$ cat config.mk
export PLATFORM = sky130hd
export DESIGN_NAME = e203_ifu_prefetch_buf
export DESIGN_NICKNAME = d
export VERILOG_FILES = /design/src/rtl/e203_ifu_prefetch_buf.sv
export SDC_FILE = /design/constraint.sdc
export NUM_CORES = 1
export LEC_CHECK = 0
export BUFFER_PORTS_ARGS = -buffer_cell sky130_fd_sc_hd__buf_2
export CAP_MARGIN = 0
export CELL_PAD_IN_SITES_DETAIL_PLACEMENT = 0
export CELL_PAD_IN_SITES_GLOBAL_PLACEMENT = 1
export CORE_ASPECT_RATIO = 0.5
export CORE_MARGIN = 5
export CORE_UTILIZATION = 54
export CTS_BUF_LIST = sky130_fd_sc_hd__clkbuf_8
export CTS_CLUSTER_SIZE = 28
export DETAILED_ROUTE_END_ITERATION = 12
export PLACE_DENSITY = 0.86
export RECOVER_POWER = 25
export SLEW_MARGIN = 20
export SYNTH_ARGS = -nofsm -noshare
export SYNTH_HDL_FRONTEND = slang
export SYNTH_SLANG_ARGS = --single-unit
$ cat constraint.sdc
create_clock -name clk -period 9.48 [get_ports clk]
set_input_delay 1.896 -clock clk [delete_from_list [all_inputs] [get_ports clk]]
set_output_delay 1.896 -clock clk [all_outputs]
set_load 0.02 [all_outputs]
$ cat src/rtl/e203_ifu_prefetch_buf.sv
// IFU prefetch engine: sequential ICB word fetches with a credit limit, PC-tagged response FIFO.
// Define E203_IFU_PFB_BYPASS_EN for same-cycle response bypass when the buffer is empty.
module e203_ifu_prefetch_buf #(
    parameter int unsigned     PC_W   = 32,
    parameter int unsigned     DATA_W = 32,
    parameter int unsigned     DEPTH  = 4,
    parameter int unsigned     OUTS   = 2,
    parameter logic [PC_W-1:0] RST_PC = '0
) (
    input  logic              clk,
    input  logic              rst,
    input  logic              flush_req,
    input  logic [PC_W-1:0]   flush_pc,
    output logic              flush_ack,
    input  logic              halt_req,
    output logic              halt_ack,
    output logic              icb_cmd_valid,
    input  logic              icb_cmd_ready,
    output logic [PC_W-1:0]   icb_cmd_addr,
    input  logic              icb_rsp_valid,
    output logic              icb_rsp_ready,
    input  logic              icb_rsp_err,
    input  logic [DATA_W-1:0] icb_rsp_rdata,
    output logic              o_valid,
    input  logic              o_ready,
    output logic [DATA_W-1:0] o_instr,
    output logic [PC_W-1:0]   o_pc,
    output logic              o_buserr
);
    localparam int unsigned AW = $clog2(DEPTH);
    localparam int unsigned CW = $clog2(DEPTH + 1);
    localparam logic [CW-1:0] ONE    = CW'(1);
    localparam logic [CW-1:0] OUTS_C = CW'(OUTS);
    localparam logic [CW:0]   DEPTH_C = (CW + 1)'(DEPTH);
    localparam logic [PC_W-1:0] RST_PC_A = {RST_PC[PC_W-1:2], 2'b00};

    typedef enum logic [1:0] {S_RUN, S_HALT, S_ERR} state_t;

    typedef struct packed {
        logic [DATA_W-1:0] instr;
        logic [PC_W-1:0]   pc;
        logic              err;
    } ent_t;

    state_t          state_q, state_d;
    logic [PC_W-1:0] fpc_q, fpc_d, rsp_pc_q, rsp_pc_d;
    logic [CW-1:0]   outs_q, outs_d, drop_q, drop_d, cnt_q, cnt_d;
    logic [AW-1:0]   wptr_q, wptr_d, rptr_q, rptr_d;
    logic            halt_ack_q, halt_ack_d;
    ent_t            mem_q [DEPTH];

    logic cmd_hs, rsp_hs, keep, push, pop, empty, credit;
    ent_t rsp_ent, head;
    logic unused_flush_lsb;

    assign unused_flush_lsb = ^flush_pc[1:0];

    assign empty  = (cnt_q == '0);
    assign head   = mem_q[rptr_q];
    // Every issued command is guaranteed a FIFO slot, so responses are never back-pressured.
    assign credit = (outs_q < OUTS_C) && (({1'b0, outs_q} + {1'b0, cnt_q}) < DEPTH_C);

    assign icb_cmd_valid = (state_q == S_RUN) && !flush_req && !halt_req && credit;
    assign icb_cmd_addr  = fpc_q;
    assign icb_rsp_ready = 1'b1;
    assign flush_ack     = flush_req;
    assign halt_ack      = halt_ack_q;

    assign cmd_hs = icb_cmd_valid && icb_cmd_ready;
    assign rsp_hs = icb_rsp_valid;
    assign keep   = rsp_hs && !flush_req && (drop_q == '0);

    always_comb begin
        rsp_ent       = '0;
        rsp_ent.instr = icb_rsp_rdata;
        rsp_ent.pc    = rsp_pc_q;
        rsp_ent.err   = icb_rsp_err;
    end

`ifdef E203_IFU_PFB_BYPASS_EN
    logic byp;
    assign byp      = keep && empty;
    assign o_valid  = !empty || byp;
    assign o_instr  = empty ? icb_rsp_rdata : head.instr;
    assign o_pc     = empty ? rsp_pc_q      : head.pc;
    assign o_buserr = empty ? icb_rsp_err   : head.err;
    assign push     = keep && !(byp && o_ready);
`else
    assign o_valid  = !empty;
    assign o_instr  = head.instr;
    assign o_pc     = head.pc;
    assign o_buserr = head.err;
    assign push     = keep;
`endif
    assign pop = !empty && o_ready;

    always_comb begin
        state_d  = state_q;
        fpc_d    = fpc_q;
        rsp_pc_d = rsp_pc_q;
        outs_d   = outs_q;
        drop_d   = drop_q;
        cnt_d    = cnt_q;
        wptr_d   = wptr_q;
        rptr_d   = rptr_q;

        if (cmd_hs && !rsp_hs)      outs_d = outs_q + ONE;
        else if (!cmd_hs && rsp_hs) outs_d = outs_q - ONE;

        if (flush_req) begin
            // No command can issue under flush, so outs_d is exactly what is still in flight.
            fpc_d    = {flush_pc[PC_W-1:2], 2'b00};
            rsp_pc_d = {flush_pc[PC_W-1:2], 2'b00};
            cnt_d    = '0;
            wptr_d   = '0;
            rptr_d   = '0;
            drop_d   = outs_d;
            state_d  = halt_req ? S_HALT : S_RUN;
        end else begin
            if (cmd_hs) fpc_d = fpc_q + PC_W'(4);
            if (rsp_hs && (drop_q != '0)) drop_d = drop_q - ONE;
            if (keep) rsp_pc_d = rsp_pc_q + PC_W'(4);
            if (push) wptr_d = wptr_q + AW'(1);
            if (pop)  rptr_d = rptr_q + AW'(1);
            case ({push, pop})
                2'b10:   cnt_d = cnt_q + ONE;
                2'b01:   cnt_d = cnt_q - ONE;
                default: cnt_d = cnt_q;
            endcase
            case (state_q)
                S_RUN:   if (halt_req)  state_d = S_HALT;
                S_HALT:  if (!halt_req) state_d = S_RUN;
                default: state_d = state_q;
            endcase
            if (keep && icb_rsp_err) state_d = S_ERR;
        end

        halt_ack_d = (state_d == S_HALT) && (outs_d == '0) && (drop_d == '0);
    end

    always_ff @(posedge clk or posedge rst) begin
        if (rst) begin
            state_q    <= S_RUN;
            fpc_q      <= RST_PC_A;
            rsp_pc_q   <= RST_PC_A;
            outs_q     <= '0;
            drop_q     <= '0;
            cnt_q      <= '0;
            wptr_q     <= '0;
            rptr_q     <= '0;
            halt_ack_q <= 1'b0;
        end else begin
            state_q    <= state_d;
            fpc_q      <= fpc_d;
            rsp_pc_q   <= rsp_pc_d;
            outs_q     <= outs_d;
            drop_q     <= drop_d;
            cnt_q      <= cnt_d;
            wptr_q     <= wptr_d;
            rptr_q     <= rptr_d;
            halt_ack_q <= halt_ack_d;
        end
    end

    always_ff @(posedge clk) begin
        if (push) mem_q[wptr_q] <= rsp_ent;
    end

endmodule

Yosys cells after proc, flatten, opt, wreduce, memory -nomap -nowiden:

Memories as Yosys holds them, arrays and structs flattened.
Cells that the tools add are included.

* memories: 1
* memory bits (writable): 260
* output and inout port bits: 102
* logic and storage cells: 77
* flip-flop bits (word level): 80
* input bits: 72

Memories
* mem_q: words 4, width 65, read ports 1, clocked after Yosys merged registers in 0, write ports 1, line 50 `ent_t mem_q [DEPTH];`

* equal/unequal tests: 4
* magnitude comparators: 2
* add/sub/neg operators: 10
* muxes and demuxes: 22
* reduce and logical (&&, ||, !) cells: 29

Operators by type and width (number)
* $mux 32: 4
* $add 32x3->32 const B: 2
* $mux 2: 8
* $mux 3: 5
* $logic_and 1x1->1: 14
* $logic_not 3->1: 4
* $sub 3x1->3 const B: 3
* $add 3x1->3 const B: 2
* $eq 2x1->1 const B: 3
* $pmux 3 s2: 1
* $reduce_bool 2->1: 3
* $reduce_bool 3->1: 2
* $logic_not 1->1: 5
* $add 2x1->2 const B: 2
* $add 3x3->4: 1
* $lt 4x3->1 const B: 1
* $pmux 2 s2: 1
* $lt 3x2->1 const B: 1
* $mux 1: 3
* $eq 2x2->1 const B: 1
* $logic_not 2->1: 1

Logic depth before layout (Yosys ltp):

* depth after elaboration: 12
* gate-level depth with buffers: 10
* mapped depth without buffers: 9

Worst setup path after synthesis:

Ideal clock, no wire load.

* path type: input -> output
* start point: input port flush_req
* end point: output port icb_cmd_valid
* stages on the path: 2
* path buffers: 0
* arrival time: 2.956 ns
* required time: 7.584 ns
* setup slack: 4.628 ns
* path through: or4_4 > nor3_1

* cells in the longest elaborated chain, start to end: 4

Ends and longest elaborated chain
* from (decl): line 12 `input logic flush_req,`
* $logic_not 1->1: line 63 `assign icb_cmd_valid = (state_q == S_RUN) && !flush_req && !halt_req && credit;`
* $logic_and 1x1->1 (3 in a row): line 63
* to (decl): line 17 `output logic icb_cmd_valid,`

Every way passes these cells.

Worst setup path in the final report:

Ends and elaborated chain as after synthesis.

==> flow_summary.yaml <==
run_status:
  status: "completed"
sta:
  fin_crit_sh: 0.5107
  holdWs_ps: 535.4
  fmax_mhz: 206.5
  hold_violations: 0
  rsz0062_at_grt: "false"
  drv_slew: 0
  period_needed_ps: 4842
  maxSlewHeadroom: 0.3667
  fin_worst_skew_ps: 13.13
  postLayoutSetupSlackWorst_ps: 4638
  worst_pin_slew_ps: 950.0
  tns_ps: 0
  setup_violations: 0
synthesis:
  postSynthRegisterBits: 328
  ys.flop_type: "edfxtp_1"
  synth-seq-area-share: 0.6960
  synth_top_family_by_area: "multiplexers"
  yosysWarnings: 0
  yosys.area_share.adder: 0.01251
  synth_edf_count: 252
  synth_compound_area_frac: 0.04635
  synthTopCellsByArea: "edfxtp_1 56%, dfrtp_1 14%, mux4_2 10%"
  synth_commonest_cells: "252 x edfxtp_1, 76 x dfrtp_1, 68 x nand2_1"
  synth_most_common_cell: "edfxtp_1"
  syn_avg_cell_area_um2: 16.33
  synthArstFlopShare: 0.2317
  yosysTopAreaCellShare: 0.5562
  synthXorXnorAreaFrac: 0.02318
  synth-simple-area-share: 0.08958
  synthesis.area_um2: 13600
  yosys.area.top_type: "edfxtp_1"
  syn_inst: 833
  synth.mux.area_fraction: 0.1139
  synth.distinct_cells: 55
finish:
  diodes: 0
  final_net_count: 1099
  drive_gt1_frac: 0.2869
  areaGrowthSynthToFinish_pct: 14.72
  nFillCells: 1860
  layout.cells.non_filler: 1393
power:
  comb_power_share: 0.204
  swShare: 0.2929
  clkPwrFrac: 0.296
  seq_power_share: 0.500
  power_switching_uw: 1028
  vdd_drop_max_v: 0.00009160
  power.internal_uw: 2481
  p_leak_uw: 0.005615
  powerDensity_nw_per_um2: 224.8
detailed_routing:
  first_pass_iters: 5
  drt_wl_total_mm: 29.16
  drcViolationCount: 0
  vias: 8140
  post_drt_wl_per_cell_um: 20.93
  drt_iter0_drc: 575
  via_per_inst: 5.844
  detail-route-antenna-nets: 0
place:
  dpl.hpwl_mm: 18.43
  dp.cells: 1311
  gp_congestion: 0.8213
  dp_slack_ps: 4642
  io_buffers: 166
grt:
  grt_pass1_vias: 8205
  top_usage_layer: "met2"
  antenna_found_initial: 1
  grt_use_met3: 0.04924
  use_met1: 0.3013
  use_met2: 0.3201
  grt_max_degree: 69
  grtUsageTotal: 0.2068
  grt_overflow_total: 0
  grt_pass1_wl_mm: 45.64
job:
  maxCapViolCount: 0
critical_path:
  rr_worst_depth: 7
  crit_slowest_cell: "or4_4"
  path_cells: "buf_2 > or4_4 > nor3_1 > buf_2"
  end_kind: "primary output"
  cpMostUsedCell: "buf_2"
  cpPeakStageDelay_ps: 560
  cp.arrival_ps: 2950
  path_max_fanout: 5
  required_ps: 7580
  path_class: "input pin to primary output"
  startpoint_type: "input pin"
clock_network:
  cts_buffers: 45
  clk_path_buf_depth: 3
  cts_tree: "built"
  clk_latency_ps: 560
  cts_hold_buf: 0
  cts.reportedPaths.clkPinSlew_ps: 60
  htree_levels: 2
  cts_resized: 0
  postCtsSetupRepairBufs: 0
  clockRootBuffer: "clkbuf_8"
  cts_sinks: 328
floorplan:
  die_h_um: 122.2
  initial_core_util: 0.5445
  rows: 41
  io_pins: 174
  core_um2: 24980
  die_w_um: 234.5
  die_area_um2: 28660
min_path:
  whs_path_depth: 1
  hold_class: "flop to flop"
-- cells in the final DEF, fill, tap and decap left out, types with 16 or more instances in the layout --
| cell | synthesis | routed |
|---|---|---|
| buf_2 | 2 | 146 |
| clkbuf_1 | 26 | 20 |
| clkbuf_8 | 0 | 49 |
| dfrtp_1 | 76 | 74 |
| edfxtp_1 | 252 | 252 |
| inv_1 | 12 | 30 |
| mux4_2 | 63 | 63 |
| nand2_1 | 68 | 68 |
| nand3_1 | 34 | 34 |
| nand4_1 | 21 | 21 |
| nor2_1 | 23 | 22 |
| o21ai_0 | 40 | 40 |
| xnor2_1 | 16 | 16 |
| xor2_1 | 20 | 20 |
-- flip-flops by register name, summed over array words and instances (netlist names) --
name / flops
mem_q: 252
icb_cmd_addr: 30
rsp_pc_q: 30
cnt_q: 3
drop_q: 3
outs_q: 3
rptr_q: 2
state_q: 2
wptr_q: 2
halt_ack: 1
-- kinds of logic after synthesis --
kind of cell | after synthesis
flip-flops | 328
AND/OR/NAND/NOR | 224
AO/OA/AOI/OAI | 97
multiplexers | 75
buffers and inverters | 58
XOR/XNOR | 36
adder cells (fa/ha/maj) | 13
other | 2
-- worst max-delay path, delay by kind of cell --
kind	cells	cell delay (ps)
AND/OR/NAND/NOR	2	750
buffers and inverters	2	290
-- stage by stage --
stage	total power [uW]	util	area [um^2]
2_1_floorplan	2274	-	13620
3_3_place_gp	2487	0.5911	14770
3_5_place_dp	2511	0.5912	14770
4_1_cts	3553	0.6255	15630
5_1_grt	3688	0.6247	15610
6_report	3509	0.6247	15610
-- worst paths after layout --
kind,slack [ps],startpoint,endpoint
hold reg to reg,540,icb_cmd_addr[15],icb_cmd_addr[15]
max in group asynchronous,6920,rst,rptr_q[0]
setup / recovery,4640,flush_req,icb_cmd_valid
min in group asynchronous,1370,rst,icb_cmd_addr[23]
hold / removal,540,icb_cmd_addr[15],icb_cmd_addr[15]
setup reg to reg,6700,cnt_q[1],icb_cmd_addr[19]
-- area by class of cell --
type / instances / area (um^2) / share of cell area
clock buffers: 49 / 674.4 / 0.04321
multi-input cells: 450 / 3916 / 0.2509
inverters: 13 / 48.80 / 0.003126
clock inverters: 33 / 182.7 / 0.01170
well taps: 344 / 430.4 / 0.02758
repair buffers: 176 / 880.8 / 0.05644
flip-flops and latches: 328 / 9474 / 0.6070
-- layer usage --
layer	part of all wire	routed length, um	up-vias
li1	-	-	3645
met1	0.44	12790	4138
met2	0.47	13680	299
met3	0.070	2045	56
met4	0.022	631	2
met5	0.00024	7	-
-- power by group through the flow --
stage,logic (uW),clock network (uW),registers [uW]
after floorplan,535,0,1740
after CTS,729,1070,1750
after detailed placement,727,0,1780
after global placement,711,0,1780
final,715,1040,1750
after global routing,778,1140,1770
Power figures use the tool's default switching activity.
